===== src/rtl/uart_tx_arbiter_if.sv =====
// Handshake bundle between N byte requesters, the arbiter and a downstream uart_tx.
// The master modport is the requester/uart side and the slave modport is the arbiter.
interface uart_tx_arbiter_if #(
  parameter int unsigned NUM_REQ = 4
) ();
  logic [NUM_REQ-1:0]   req;
  logic [8*NUM_REQ-1:0] req_data;
  logic [NUM_REQ-1:0]   ack;
  logic [7:0]           tx_data;
  logic                 tx_dv;
  logic                 tx_done;
  logic                 busy;
  logic                 tx_err;

  modport master (
    output req, req_data, tx_done,
    input  ack, tx_data, tx_dv, busy, tx_err
  );

  modport slave (
    input  req, req_data, tx_done,
    output ack, tx_data, tx_dv, busy, tx_err
  );
endinterface


===== src/rtl/uart_tx_arbiter.sv =====
// Round-robin arbiter that feeds one uart_tx from NUM_REQ byte requesters.
// Define UART_ARB_TIMEOUT_EN to add a WAIT_DONE watchdog that forces ACK and sets tx_err.
module uart_tx_arbiter #(
  parameter int unsigned NUM_REQ        = 4,
  parameter int unsigned TIMEOUT_CYCLES = 1200
) (
  input logic              clk,
  input logic              rst,
  uart_tx_arbiter_if.slave bus
);
  localparam int unsigned IdxW = $clog2(NUM_REQ);

  if (NUM_REQ < 2 || NUM_REQ > 8 || TIMEOUT_CYCLES < 1) begin : gen_bad_param
    $error("uart_tx_arbiter: NUM_REQ must be 2..8 and TIMEOUT_CYCLES >= 1");
  end

  typedef enum logic [1:0] {StIdle, StLaunch, StWaitDone, StAck} state_e;

  state_e               state_q;
  logic [IdxW-1:0]      rr_ptr_q;
  logic [IdxW-1:0]      grant_idx_q;
  logic [7:0]           tx_data_q;
  logic                 tx_dv_q;
  logic [NUM_REQ-1:0]   ack_q;

  logic                 win_found;
  logic [IdxW-1:0]      win_idx;
  logic [7:0]           win_byte;
  logic [IdxW-1:0]      cand_idx;
  int unsigned          cand;
  logic [IdxW-1:0]      rr_next;

  // Scan requesters starting at rr_ptr_q; the first asserted one wins.
  always_comb begin
    win_found = 1'b0;
    win_idx   = '0;
    win_byte  = '0;
    cand      = 0;
    cand_idx  = '0;
    for (int unsigned k = 0; k < NUM_REQ; k++) begin
      cand = 32'(rr_ptr_q) + k;
      if (cand >= NUM_REQ) cand = cand - NUM_REQ;
      cand_idx = IdxW'(cand);
      if (!win_found && bus.req[cand_idx]) begin
        win_found = 1'b1;
        win_idx   = cand_idx;
        win_byte  = bus.req_data[{cand_idx, 3'b000} +: 8];
      end
    end
  end

  always_comb begin
    rr_next = (grant_idx_q == IdxW'(NUM_REQ - 1)) ? '0 : grant_idx_q + 1'b1;
  end

`ifdef UART_ARB_TIMEOUT_EN
  localparam int unsigned WdW = $clog2(TIMEOUT_CYCLES + 1);

  logic [WdW-1:0] wd_cnt_q;
  logic           tx_err_q;
  logic           wd_expired;

  // The cycle in which the count reaches TIMEOUT_CYCLES-1 is the last WAIT_DONE cycle.
  assign wd_expired  = (wd_cnt_q == WdW'(TIMEOUT_CYCLES - 1));
  assign bus.tx_err  = tx_err_q;
`else
  assign bus.tx_err  = 1'b0;
`endif

  always_ff @(posedge clk) begin
    if (rst) begin
      state_q     <= StIdle;
      rr_ptr_q    <= '0;
      grant_idx_q <= '0;
      tx_data_q   <= 8'h00;
      tx_dv_q     <= 1'b0;
      ack_q       <= '0;
`ifdef UART_ARB_TIMEOUT_EN
      wd_cnt_q    <= '0;
      tx_err_q    <= 1'b0;
`endif
    end else begin
      tx_dv_q <= 1'b0;
      ack_q   <= '0;
      unique case (state_q)
        StIdle: begin
          if (win_found) begin
            grant_idx_q <= win_idx;
            tx_data_q   <= win_byte;
            tx_dv_q     <= 1'b1;
            state_q     <= StLaunch;
          end
        end
        StLaunch: begin
          state_q  <= StWaitDone;
`ifdef UART_ARB_TIMEOUT_EN
          wd_cnt_q <= '0;
`endif
        end
        StWaitDone: begin
`ifdef UART_ARB_TIMEOUT_EN
          if (bus.tx_done || wd_expired) begin
            ack_q   <= NUM_REQ'(1) << grant_idx_q;
            state_q <= StAck;
            if (!bus.tx_done) tx_err_q <= 1'b1;
          end else begin
            wd_cnt_q <= wd_cnt_q + 1'b1;
          end
`else
          if (bus.tx_done) begin
            ack_q   <= NUM_REQ'(1) << grant_idx_q;
            state_q <= StAck;
          end
`endif
        end
        StAck: begin
          rr_ptr_q <= rr_next;
          state_q  <= StIdle;
        end
        default: state_q <= StIdle;
      endcase
    end
  end

  assign bus.tx_data = tx_data_q;
  assign bus.tx_dv   = tx_dv_q;
  assign bus.ack     = ack_q;
  assign bus.busy    = (state_q != StIdle);

endmodule


===== src/flat_wrapper.sv =====
// flat-port wrapper written by rule: the top's interface ports become plain ports
module uart_tx_arbiter_flat 
#(
  parameter int unsigned NUM_REQ        = 4,
  parameter int unsigned TIMEOUT_CYCLES = 1200
)
  (clk, rst, bus_req, bus_req_data, bus_tx_done, bus_ack, bus_tx_data, bus_tx_dv, bus_busy, bus_tx_err);
  uart_tx_arbiter_if #(.NUM_REQ(NUM_REQ)) bus_i ();
  input logic clk;
  input logic rst;
  input wire logic [$bits(bus_i.req)-1:0] bus_req;
  input wire logic [$bits(bus_i.req_data)-1:0] bus_req_data;
  input wire logic [$bits(bus_i.tx_done)-1:0] bus_tx_done;
  output wire logic [$bits(bus_i.ack)-1:0] bus_ack;
  output wire logic [$bits(bus_i.tx_data)-1:0] bus_tx_data;
  output wire logic [$bits(bus_i.tx_dv)-1:0] bus_tx_dv;
  output wire logic [$bits(bus_i.busy)-1:0] bus_busy;
  output wire logic [$bits(bus_i.tx_err)-1:0] bus_tx_err;
  assign bus_i.req = bus_req;
  assign bus_i.req_data = bus_req_data;
  assign bus_i.tx_done = bus_tx_done;
  assign bus_ack = bus_i.ack;
  assign bus_tx_data = bus_i.tx_data;
  assign bus_tx_dv = bus_i.tx_dv;
  assign bus_busy = bus_i.busy;
  assign bus_tx_err = bus_i.tx_err;
  uart_tx_arbiter #(.NUM_REQ(NUM_REQ), .TIMEOUT_CYCLES(TIMEOUT_CYCLES)) u_core (.clk(clk), .rst(rst), .bus(bus_i));
endmodule

===== config.mk =====
export PLATFORM = sky130hd
export DESIGN_NAME = uart_tx_arbiter_flat
export DESIGN_NICKNAME = d
export VERILOG_FILES = /design/src/rtl/uart_tx_arbiter_if.sv /design/src/rtl/uart_tx_arbiter.sv /design/src/flat_wrapper.sv
export SDC_FILE = /design/constraint.sdc
export NUM_CORES = 1
export LEC_CHECK = 0
export CAP_MARGIN = 20
export CORE_ASPECT_RATIO = 1.2
export CORE_MARGIN = 1.5
export CORE_UTILIZATION = 35
export CTS_BUF_LIST = sky130_fd_sc_hd__clkbuf_4 sky130_fd_sc_hd__clkbuf_8
export DETAILED_ROUTE_END_ITERATION = 8
export HOLD_SLACK_MARGIN = 0.12
export SETUP_SLACK_MARGIN = 0.05
export SLEW_MARGIN = 20
export SYNTH_ARGS = -nofsm -noshare
export SYNTH_HDL_FRONTEND = slang
export SYNTH_SLANG_ARGS = --single-unit

===== constraint.sdc =====
create_clock -name clk -period 2.9 [get_ports clk]
set_clock_uncertainty 0.1 [all_clocks]
set_input_delay 0.435 -clock clk [delete_from_list [all_inputs] [get_ports clk]]
set_output_delay 0.435 -clock clk [all_outputs]
set_load 0.01 [all_outputs]

# After elaboration in Yosys (flattened, before gate mapping)
# Cells that the tools add are included.
[totals]
reg_bits = 19
latch_bits = 0
mem_bits_rw = 0
romBits = 0
elab_cells = 77
memories = 0
[classes]
n_addsub = 8
mul = 0
div_mod_pow = 0
magnitude_cmp = 8
eq_ne = 6
shifts = 5
muxes = 29
n_bitwise = 3
n_reduce_logical = 12
[ops]
columns = ["op", "n"]
rows = [
  ["32-bit by 6-bit variable part select with 8-bit output", 4],
  ["8-bit two-way mux", 4],
  ["2-bit two-way mux", 11],
  ["2-bit by 3-bit less-than comparator with 1-bit output, second input constant", 4],
  ["3-bit greater-or-equal comparator, second input constant", 3],
  ["1-bit two-way mux", 9],
  ["1-bit binary-select mux with 2-bit select", 4],
  ["2-bit one-hot mux with 4 select lines", 1],
  ["2-bit by 1-bit subtractor with 2-bit output, second input constant", 4],
  ["2-bit by 2-bit adder with 3-bit output, second input constant", 2],
  ["2-bit equality test, second input constant", 3],
  ["2-bit AND reduction", 2],
  ["1-bit by 2-bit << shifter with 4-bit output, first input constant", 1],
  ["2-bit by 1-bit adder with 3-bit output, second input constant", 1],
  ["2-bit by 3-bit greater-or-equal comparator with 1-bit output, second input constant", 1],
  ["1-bit logical AND", 3],
  ["1-bit zero test", 3],
  ["1-bit NOT", 3],
  ["3-bit OR reduction", 1],
  ["2-bit by 1-bit adder with 2-bit output, second input constant", 1],
  ["2-bit by 1-bit equality test with 1-bit output, second input constant", 1],
  ["2-bit zero test", 1],
  ["2-bit by 1-bit != test with 1-bit output, second input constant", 1],
  ["2-bit != test, second input constant", 1],
  ["2 further kinds", 2],
]

# Longest topological paths before layout
# Gate-level depths: netlist of run 1.
[logic_depth]
ltp_word = 16
ltp_mapped = 7
depth_no_buf = 7

# Worst setup path before layout of run 1
# No wires, ideal clock.
[synth_path]
path_kind = "input -> register"
startpoint = "input bus_req[2]"
endpoint = "register u_core.tx_data_q[0], in the netlist u_core.bus.tx_data[0]"
setup_ps = 76
arrival_time_ps = 1645
required_ps = 2724
path_slack_ps = 1079
cell_stages = 5
n_path_buf = 0
path_cell_list = "or3b_1 a211oi_2 nor3_2 o41a_1 o22ai_1"
[synth_via]
elab_chain_len = 13
elab_cells_between_ends = 23
[synth_lines]
columns = ["element", "line_no", "text"]
rows = [
  ["start: declaration", "flat_wrapper.sv:11", "input wire logic [$bits(bus_i.req)-1:0] bus_req;"],
  ["1-bit binary-select mux with 2-bit select", "uart_tx_arbiter.sv:44", "if (!win_found && bus.req[cand_idx]) begin"],
  ["1-bit two-way mux (not written as such)", "uart_tx_arbiter.sv:44", ""],
  ["1-bit two-way mux", "uart_tx_arbiter.sv:44", ""],
  ["1-bit zero test", "uart_tx_arbiter.sv:44", ""],
  ["1-bit logical AND", "uart_tx_arbiter.sv:44", ""],
  ["1-bit two-way mux", "uart_tx_arbiter.sv:44", ""],
  ["1-bit zero test", "uart_tx_arbiter.sv:44", ""],
  ["1-bit logical AND", "uart_tx_arbiter.sv:44", ""],
  ["1-bit two-way mux", "uart_tx_arbiter.sv:44", ""],
  ["1-bit zero test", "uart_tx_arbiter.sv:44", ""],
  ["1-bit logical AND", "uart_tx_arbiter.sv:44", ""],
  ["1-bit two-way mux", "uart_tx_arbiter.sv:44", ""],
  ["2-bit AND reduction (no source line)", "--", ""],
  ["end signal: assignment", "uart_tx_arbiter.sv:89", "tx_data_q <= win_byte;"],
  ["end: declaration", "uart_tx_arbiter.sv:22", "logic [7:0] tx_data_q;"],
]
# Parallel ways exist; a longest one is shown, timed or not. The select of a mux whose other input is x is not followed.
# A chain may end at the register's enable or synchronous reset.

# Worst setup path in the final report of run 1
[layout_path]
startpoint = "input bus_req[0]"
endpoint = "register u_core.tx_data_q[6], in the netlist u_core.bus.tx_data[6]"
# The elaborated chain is that of the path after synthesis.

==> out/qor.txt, run 1 <==
commonest non-fill, non-tap cell in the layout: clkdlybuf4s50_1
detailed placement HPWL: 3490 um
total global routing track utilization: 15.4%
TNS Setup: 0 ns
P per Cell Area: 514 mW/mm2
number of remaining DRC errors: 1
Slew Viols, Final: 0
drt pass-1 iters: 8
#FFs+latches synth: 19
peak supply drop: 0.252 mV
Post-synth EDFFs: 0
Die Area: 0.00612 mm2
Yosys top cell area share: 19.2%
max-cap violations: 0
initial antenna violation count: 0
Least-Margin Pin Slew: 0.629 ns
# IOs: 54
crit start category: primary input
unrepaired setup endpoints after global routing: no
critical path class: in -> reg
row cnt: 29
Clock Sinks: 19
Synth Area per Inst: 9.13 um2
clk buf depth: 2
fillers: 553
Hold Path Class: reg -> reg
outcome: finished with violations
area of the core: 0.00537 mm2
CTS clk-pin slew, worst paths: 0.07 ns
Die W: 71.7 um
Min-Delay Endpoint: u_core.bus.ack[1]$_SDFF_PP0_
Initial Util: 36.9%
Area growth syn-to-layout: 29.4%
Synth async-reset ratio: 0%
clk_lat worst skew: 0.25 ns
H-Tree Depth: 1
Setup crit end kind: flip-flop
Total Routed Length: 4580 um
Diodes inserted: 0
Die H: 85.4 um
FMAX: 403 MHz
Final Hold Fails: 0
Post-Syn Area: 0.00198 mm2
Detail Route Antenna Nets: 0
GR Overflow Total: 0
Ys Warns: 0
R2R setup slack: 0.70 ns
maximum number of pins on one net before global-route repair: 26
IO buf count: 52
NumNets Final: 307
GPL Wtd Cong: 0.801
r2r startpoint: u_core.rr_ptr_q[0]$_SDFFE_PP0N_
Leakage: 0.863 nW
commonest cells after routing, fill and taps aside: 52 x clkdlybuf4s50_1, 31 x nor2_1, 18 x dfxtp_1, 16 x mux4_2, 16 x mux2_1
layout cells sized above 1: 14.8%
Critical Path RT: 2.98 ns
Top FF cell, synth: dfxtp_1
Crit Reg-Reg Endpoint: u_core.bus.tx_data[6]$_SDFFE_PP0P_
Hold Path Depth: 1
CP max FO: 10
Seq/Total Area, Yosys: 19.2%
Multi-input gate area: 0.00139 mm2
routed len/inst: 14.1 um
min-delay src: u_core.grant_idx_q[1]$_SDFFE_PP0P_
worst r2r path cells: 5
final worst path period need: 2.48 ns
Root Driver: clkbuf_8
CTS hold repair buffers: 0
first-pass GRT wire length: 7770 um
Slew Limit Headroom: 57.8%
vias in the first global route: 1671
Yosys top cell by area: dfxtp_1
Hold WS: 0.396 ns
failing checks: design-rule violations
post-synthesis cell type count: 44
post_cts resized: 0
crit path DAT: 2.56 ns
Via density: 5.49
CTS tree: built
setup bufs post-CTS: 0
register area: 382 um2
period utilization: 85.6%
DRT iter0 DRCs: 72
CTS Buf Count: 3
Syn Nets: 260
ranking of synthesized cells by area: dfxtp_1 19%, mux4_2 18%, mux2_1 9.1%
Final setup viols: 0
via count: 1785
Syn Inst Count: 217
-- sequential cells by signal (all words and copies together), names as in the netlist --
| name | flops |
|---|---|
| u_core.bus.tx_data | 8 |
| u_core.bus.ack | 4 |
| u_core.grant_idx_q | 2 |
| u_core.rr_ptr_q | 2 |
| u_core.state_q | 2 |
| u_core.bus.tx_dv | 1 |
-- per-layer routing --
| layer | vias to the layer above | GRT usage [%] | share of wire, % |
|---|---|---|---|
| met1 | 838 | 20.7 | 48 |
| met5 | - | 0 | 0 |
| li1 | 897 | - | - |
| met3 | 2 | 2.49 | 3.7 |
| met4 | 0 | 2.06 | 0.17 |
| met2 | 48 | 26.6 | 49 |
-- worst max path at each step --
stage          startpoint                                  to  cells after the start
6_report       bus_req[0]  u_core.bus.tx_data[6]$_SDFFE_PP0P_                      6
5_1_grt        bus_req[1]  u_core.bus.tx_data[5]$_SDFFE_PP0P_                      6
4_1_cts        bus_req[1]  u_core.bus.tx_data[6]$_SDFFE_PP0P_                      6
3_5_place_dp   bus_req[1]  u_core.bus.tx_data[6]$_SDFFE_PP0P_                      6
3_3_place_gp   bus_req[0]  u_core.bus.tx_data[1]$_SDFFE_PP0P_                      6
2_1_floorplan  bus_req[2]  u_core.bus.tx_data[0]$_SDFFE_PP0P_                      5
-- power breakdown --
group	internal [mW]	switching [mW]	total, mW
sequential	0.328	0.0655	0.393
clock	0.107	0.0838	0.191
combinational	0.390	0.345	0.735
total	0.824	0.494	1.32
-- Yosys cell counts (all sizes together) (3+ instances only) --
| cell type | instances |
|---|---|
| o221a | 8 |
| mux4 | 16 |
| nand2b | 4 |
| inv | 6 |
| nor2 | 31 |
| nor3 | 4 |
| clkinv | 16 |
| a22oi | 8 |
| a21oi | 8 |
| mux2i | 3 |
| o41a | 8 |
| dfxtp | 19 |
| ha | 4 |
| nand2 | 14 |
| mux2 | 16 |
| o22ai | 8 |
| buf | 17 |
-- logic make-up (layout without fill, tap and decap cells) --
| kind of cell | Yosys count | after routing | synth area share [%] |
|---|---|---|---|
| AND/OR/NAND/NOR | 69 | 69 | 17.5 |
| AO/OA/AOI/OAI | 49 | 49 | 21.2 |
| buffers and inverters | 40 | 86 | 10.6 |
| multiplexers | 35 | 35 | 28.8 |
| flip-flops | 19 | 19 | 19.2 |
| adder cells (fa/ha/maj) | 4 | 4 | 2.53 |
| other | 1 | 1 | 0.189 |
-- critical path, cell delays in order --
cell and delay, ns:
clkdlybuf4s50_1 0.67, nor3_1 0.10, and3_1 0.20, nor3_2 0.52, nand2_1 0.36, o22ai_1 0.26
-- stage by stage --
step | power, mW | setup WS [ns] | cells | cell area [um2] | utilization (%)
floorplan | 0.891 | 1.08 | 217 | 1980 | -
global placement | 1.14 | 0.215 | 321 | 2510 | 46.8
detailed placement | 1.14 | 0.137 | 321 | 2510 | 46.8
CTS | 1.33 | 0.425 | 325 | 2560 | 47.7
global route | 1.42 | 0.297 | 325 | 2560 | 47.7
finish | 1.32 | 0.419 | 325 | 2560 | 47.7
-- area by class of cell --
class                      instances  area share, %
clock buffer                       4           1.90
multi-input combinational        158           54.3
inverter                          22           3.27
tap                               62           3.03
sequential                        19           14.9
timing repair buffer              60           22.6
Note: power is estimated with default switching activity, not from simulation.
==> run 2: changes to the inputs <==
PLACE_DENSITY = 0.62   (was default)
==> run 2 against run 1 <==
The flow still finishes with violations (design-rule violations); sequential share of layout area up 0.10 points; flip-flop and latch count unchanged; via count up 0.45%; register-to-register slack worse by 0.16 ns; first-iteration DRC count up 6.9%; wire length up 2.3%; non-clock buffer count down 2; die area unchanged; setup slack worse by 0.0071 ns; critical path type unchanged; highest routed layer unchanged.
==> out/qor.txt, run 2 (same netlist as run 1, synthesis figures left out) <==
outcome: finished with violations
failing checks: design-rule violations
GPL Wtd Cong: 0.781
row cnt: 29
drt pass-1 iters: 6
Die Area: 0.00612 mm2
period utilization: 85.8%
commonest non-fill, non-tap cell in the layout: clkdlybuf4s50_1
CTS tree: built
peak supply drop: 0.291 mV
critical path's top delay family: simple AND/OR/NAND/NOR gates
clk buf depth: 2
setup bufs post-CTS: 0
routed len/inst: 14.5 um
layout cells sized above 1: 14.2%
CTS Buf Count: 3
Slew Viols, Final: 0
post_cts resized: 0
Setup crit end kind: flip-flop
CTS clk-pin slew, worst paths: 0.07 ns
final worst path period need: 2.49 ns
Die W: 71.7 um
end of the critical path: u_core.bus.tx_data[5]$_SDFFE_PP0P_
Leakage: 0.853 nW
critical path depth in cells: 6
Total Routed Length: 4680 um
GR Overflow Total: 0
Via density: 5.55
critical path class: in -> reg
TNS Setup: 0 ns
Final Hold Fails: 0
first-pass GRT wire length: 7740 um
P per Cell Area: 511 mW/mm2
IO buf count: 52
Hold Path Class: reg -> reg
Area growth syn-to-layout: 28.5%
Least-Margin Pin Slew: 0.694 ns
DRT iter0 DRCs: 77
CP max FO: 11
Initial Util: 36.9%
# IOs: 54
Final setup viols: 0
clk_lat worst skew: 0.26 ns
critical path buffer and inverter count: 1
max reg flops: 8
via count: 1793
crit path cell chain: clkdlybuf4s50_1 -> nor3_1 -> and3_1 -> nor3_2 -> nand2_1 -> o22ai_1
Root Driver: clkbuf_8
max-cap violations: 0
NumNets Final: 305
worst setup path start: bus_req[2]
Diodes inserted: 0
worst r2r path cells: 5
r2r startpoint: u_core.rr_ptr_q[0]$_SDFFE_PP0N_
crit path DAT: 2.57 ns
CP max-delay cell: clkdlybuf4s50_1
CP peak stage delay: 0.72 ns
Layout Utilization: 47.4%
fillers: 539
H-Tree Depth: 1
number of remaining DRC errors: 2
detailed placement HPWL: 3500 um
Detail Route Antenna Nets: 0
total global routing track utilization: 15.7%
Critical Path RT: 2.98 ns
unrepaired setup endpoints after global routing: no
R2R setup slack: 0.54 ns
CTS hold repair buffers: 0
crit start category: primary input
vias in the first global route: 1657
Die H: 85.4 um
maximum number of pins on one net before global-route repair: 32
FMAX: 402 MHz
Slew Limit Headroom: 53.8%
area of the core: 0.00537 mm2
Overall Power: 1.30 mW
Clock Sinks: 19
Crit Reg-Reg Endpoint: u_core.bus.tx_data[5]$_SDFFE_PP0P_
initial antenna violation count: 0
commonest cells after routing, fill and taps aside: 52 x clkdlybuf4s50_1, 31 x nor2_1, 18 x dfxtp_1, 16 x mux4_2, 16 x mux2_1
run 2: cell count changes in the layout (fill, tap and decap cells not counted):
| cell | previous run | this run |
|---|---|---|
| clkinv_2 | 1 | 2 |
| clkbuf_4 | 1 | 0 |
| buf_4 | 8 | 6 |
run 2: worst reg2reg max path, cell delays in order, from the launching register on:
cell and delay (ns):
dfxtp_2 0.78, or3b_1 0.23, a211oi_2 0.07, nor3_2 0.49
nand2_1 0.36, o22ai_1 0.25
run 2: per-layer routing:
layer  global-route usage [%]  wire, um  vias up
li1                         -         -      893
met1                     19.6      2140      846
met2                     27.1      2290       48
met3                     3.33       201        6
met4                     4.29        55        0
met5                        0         0        -
run 2: how the worst min path moves through the flow:
stage | start | to | slack, ns | depth (start not counted)
3_3_place_gp | u_core.grant_idx_q[1]$_SDFFE_PP0P_ | u_core.bus.ack[1]$_SDFF_PP0_ | 0.40 | 1
5_1_grt | u_core.state_q[0]$_SDFFE_PP0P_ | u_core.state_q[0]$_SDFFE_PP0P_ | 0.46 | 2
2_1_floorplan | u_core.grant_idx_q[1]$_SDFFE_PP0P_ | u_core.bus.ack[1]$_SDFF_PP0_ | 0.34 | 1
3_5_place_dp | u_core.grant_idx_q[1]$_SDFFE_PP0P_ | u_core.bus.ack[1]$_SDFF_PP0_ | 0.41 | 1
4_1_cts | u_core.grant_idx_q[0]$_SDFFE_PP0P_ | u_core.bus.ack[1]$_SDFF_PP0_ | 0.42 | 2
6_report | u_core.state_q[0]$_SDFFE_PP0P_ | u_core.state_q[0]$_SDFFE_PP0P_ | 0.42 | 2
run 2: area by class of cell:
| cell class | count | area, um2 | area share (%) |
|---|---|---|---|
| timing repair buffer | 58 | 566 | 22.2 |
| clock buffer | 3 | 41.3 | 1.62 |
| inverter | 22 | 83.8 | 3.29 |
| multi-input combinational | 158 | 1390 | 54.6 |
| clock inverter | 1 | 5.00 | 0.197 |
| sequential | 19 | 382 | 15.0 |
| tap | 62 | 77.6 | 3.05 |
run 2: where the power goes:
group	leakage (nW)	total, mW	internal, mW	switching (mW)
registers	0.156	0.407	0.328	0.0790
clock network	0.0255	0.186	0.0956	0.0905
logic	0.671	0.709	0.381	0.329
run 2: per-stage QoR:
| step | area [um2] | cells | setup WS [ns] | hold slack [ns] |
|---|---|---|---|---|
| final | 2550 | 323 | 0.412 | 0.421 |
| after global routing | 2550 | 323 | 0.246 | 0.458 |
| after CTS | 2550 | 323 | 0.412 | 0.421 |
| after detailed placement | 2500 | 319 | 0.130 | 0.409 |
| after global placement | 2500 | 319 | 0.194 | 0.399 |
| after floorplan | 1980 | 217 | 1.08 | 0.344 |
==> run 3: changes to the inputs <==
CELL_PAD_IN_SITES_DETAIL_PLACEMENT = 0   (was default)
CELL_PAD_IN_SITES_GLOBAL_PLACEMENT = 1   (was default)
PLACE_DENSITY = 0.79   (was 0.62)
==> run 3 against run 2 <==
The flow now finishes without violations; sequential share of layout area is 0.15 points lower; largest cell class unchanged; largest power group unchanged; via count up 1.0%; sequential power fell by 1%; critical path type unchanged; non-clock buffer count is 3 higher; count of clock-buffer cells in the layout grew 1; flip-flop and latch count stayed put.
==> out/qor.txt, run 3 (same netlist as run 1, synthesis figures left out) <==
outcome: finished, final reports clean
Initial Util: 36.9%
Critical Path RT: 2.97 ns
detailed placement HPWL: 3650 um
Hold Path Class: reg -> reg
Placed Area: 0.00252 mm2
GR Overflow Total: 0
Via density: 5.56
area of the core: 0.00537 mm2
total global routing track utilization: 16.1%
number of remaining DRC errors: 0
Overall Power: 1.33 mW
routed len/inst: 14.6 um
critical path class: in -> reg
DRT iter0 DRCs: 141
critical path buffer and inverter count: 1
FMAX: 400 MHz
Diodes inserted: 0
placed cell count: 322
Slew Viols, Final: 0
Final setup viols: 0
drt pass-1 iters: 8
Area growth syn-to-layout: 29.7%
post_cts resized: 0
peak supply drop: 0.184 mV
P per Cell Area: 517 mW/mm2
commonest cells after routing, fill and taps aside: 52 x clkdlybuf4s50_1, 31 x nor2_1, 18 x dfxtp_1, 16 x mux4_2, 16 x mux2_1
vias in the first global route: 1705
period utilization: 86.1%
fillers: 526
Die W: 71.7 um
first-pass GRT wire length: 8090 um
layout cells sized above 1: 15.2%
final worst path period need: 2.50 ns
Leakage: 0.868 nW
row cnt: 29
Detail Route Antenna Nets: 0
CP max FO: 11
non-filler cells, final: 326
clk buf depth: 2
Die H: 85.4 um
initial antenna violation count: 0
Final Hold Fails: 0
Slew Limit Headroom: 58.4%
Total Routed Length: 4760 um
GPL Wtd Cong: 0.810
Multi-input gate area: 0.00139 mm2
Clock Sinks: 19
crit path DAT: 2.57 ns
CTS clk-pin slew, worst paths: 0.07 ns
clk_lat worst skew: 0.25 ns
register area: 382 um2
H-Tree Depth: 1
TNS Setup: 0 ns
IO buf count: 52
CP peak stage delay: 0.71 ns
critical path's top delay family: simple AND/OR/NAND/NOR gates
crit path cell chain: clkdlybuf4s50_1 -> nor3_1 -> and3_1 -> nor3_2 -> nand2_1 -> o22ai_1
CTS Buf Count: 3
Setup crit end kind: flip-flop
CP max-delay cell: clkdlybuf4s50_1
commonest non-fill, non-tap cell in the layout: clkdlybuf4s50_1
NumNets Final: 308
final instance area: 0.00257 mm2
max-cap violations: 0
max reg flops: 8
CTS hold repair buffers: 0
Die Area: 0.00612 mm2
unrepaired setup endpoints after global routing: no
Least-Margin Pin Slew: 0.620 ns
Root Driver: clkbuf_8
via count: 1811
crit start category: primary input
setup bufs post-CTS: 0
# IOs: 54
CTS tree: built
maximum number of pins on one net before global-route repair: 29
## run 3: changes by cell type in the layout (fill, tap and decap cells not counted), sizes merged
cell	before	now
buf	6	9
clkbuf	3	4
clkinv	17	16
## run 3: worst register-to-register path: cells and delay by family (launching register included)
kind,cells,cell delay (ns)
simple gates,3,1.08
compound gates,2,0.35
flops,1,0.70
## run 3: per-layer routing
layer | routed length (um) | global-route usage (%) | vias to the layer above
li1 | - | - | 897
met3 | 164 | 1.90 | 4
met2 | 2420 | 27.3 | 48
met4 | 44 | 3.60 | 0
met5 | 0 | 0 | -
met1 | 2130 | 22.0 | 862
## run 3: path summary, 6_finish.rpt
path / from / endpoint / slack (ns) / cells past startpoint
hold / removal: u_core.grant_idx_q[1]$_SDFFE_PP0P_ / u_core.bus.ack[1]$_SDFF_PP0_ / 0.38 / 1
setup / recovery: bus_req[2] / u_core.bus.tx_data[0]$_SDFFE_PP0P_ / 0.40 / 6
hold reg to reg: u_core.grant_idx_q[1]$_SDFFE_PP0P_ / u_core.bus.ack[1]$_SDFF_PP0_ / 0.38 / 1
setup reg to reg: u_core.rr_ptr_q[0]$_SDFFE_PP0N_ / u_core.bus.tx_data[0]$_SDFFE_PP0P_ / 0.60 / 5
## run 3: area by class of cell
cell class              count  area share, %
repair buffers             61           22.9
flip-flops and latches     19           14.8
inverters                  22           3.26
well taps                  62           3.02
multi-input cells         158           54.1
clock buffers               4           1.90
## run 3: report_power, final
| group | switching (mW) | internal (mW) |
|---|---|---|
| Clock | 0.0822 | 0.107 |
| Combinational | 0.341 | 0.400 |
| Sequential | 0.0730 | 0.328 |
## run 3: stage by stage
stage | worst slack (ns) | hold slack [ns] | util [%]
floorplan | 1.08 | 0.344 | -
global placement | 0.243 | 0.386 | 47.0
detailed placement | 0.150 | 0.373 | 47.0
CTS | 0.416 | 0.389 | 47.9
global route | 0.189 | 0.445 | 47.9
finish | 0.403 | 0.385 | 47.9
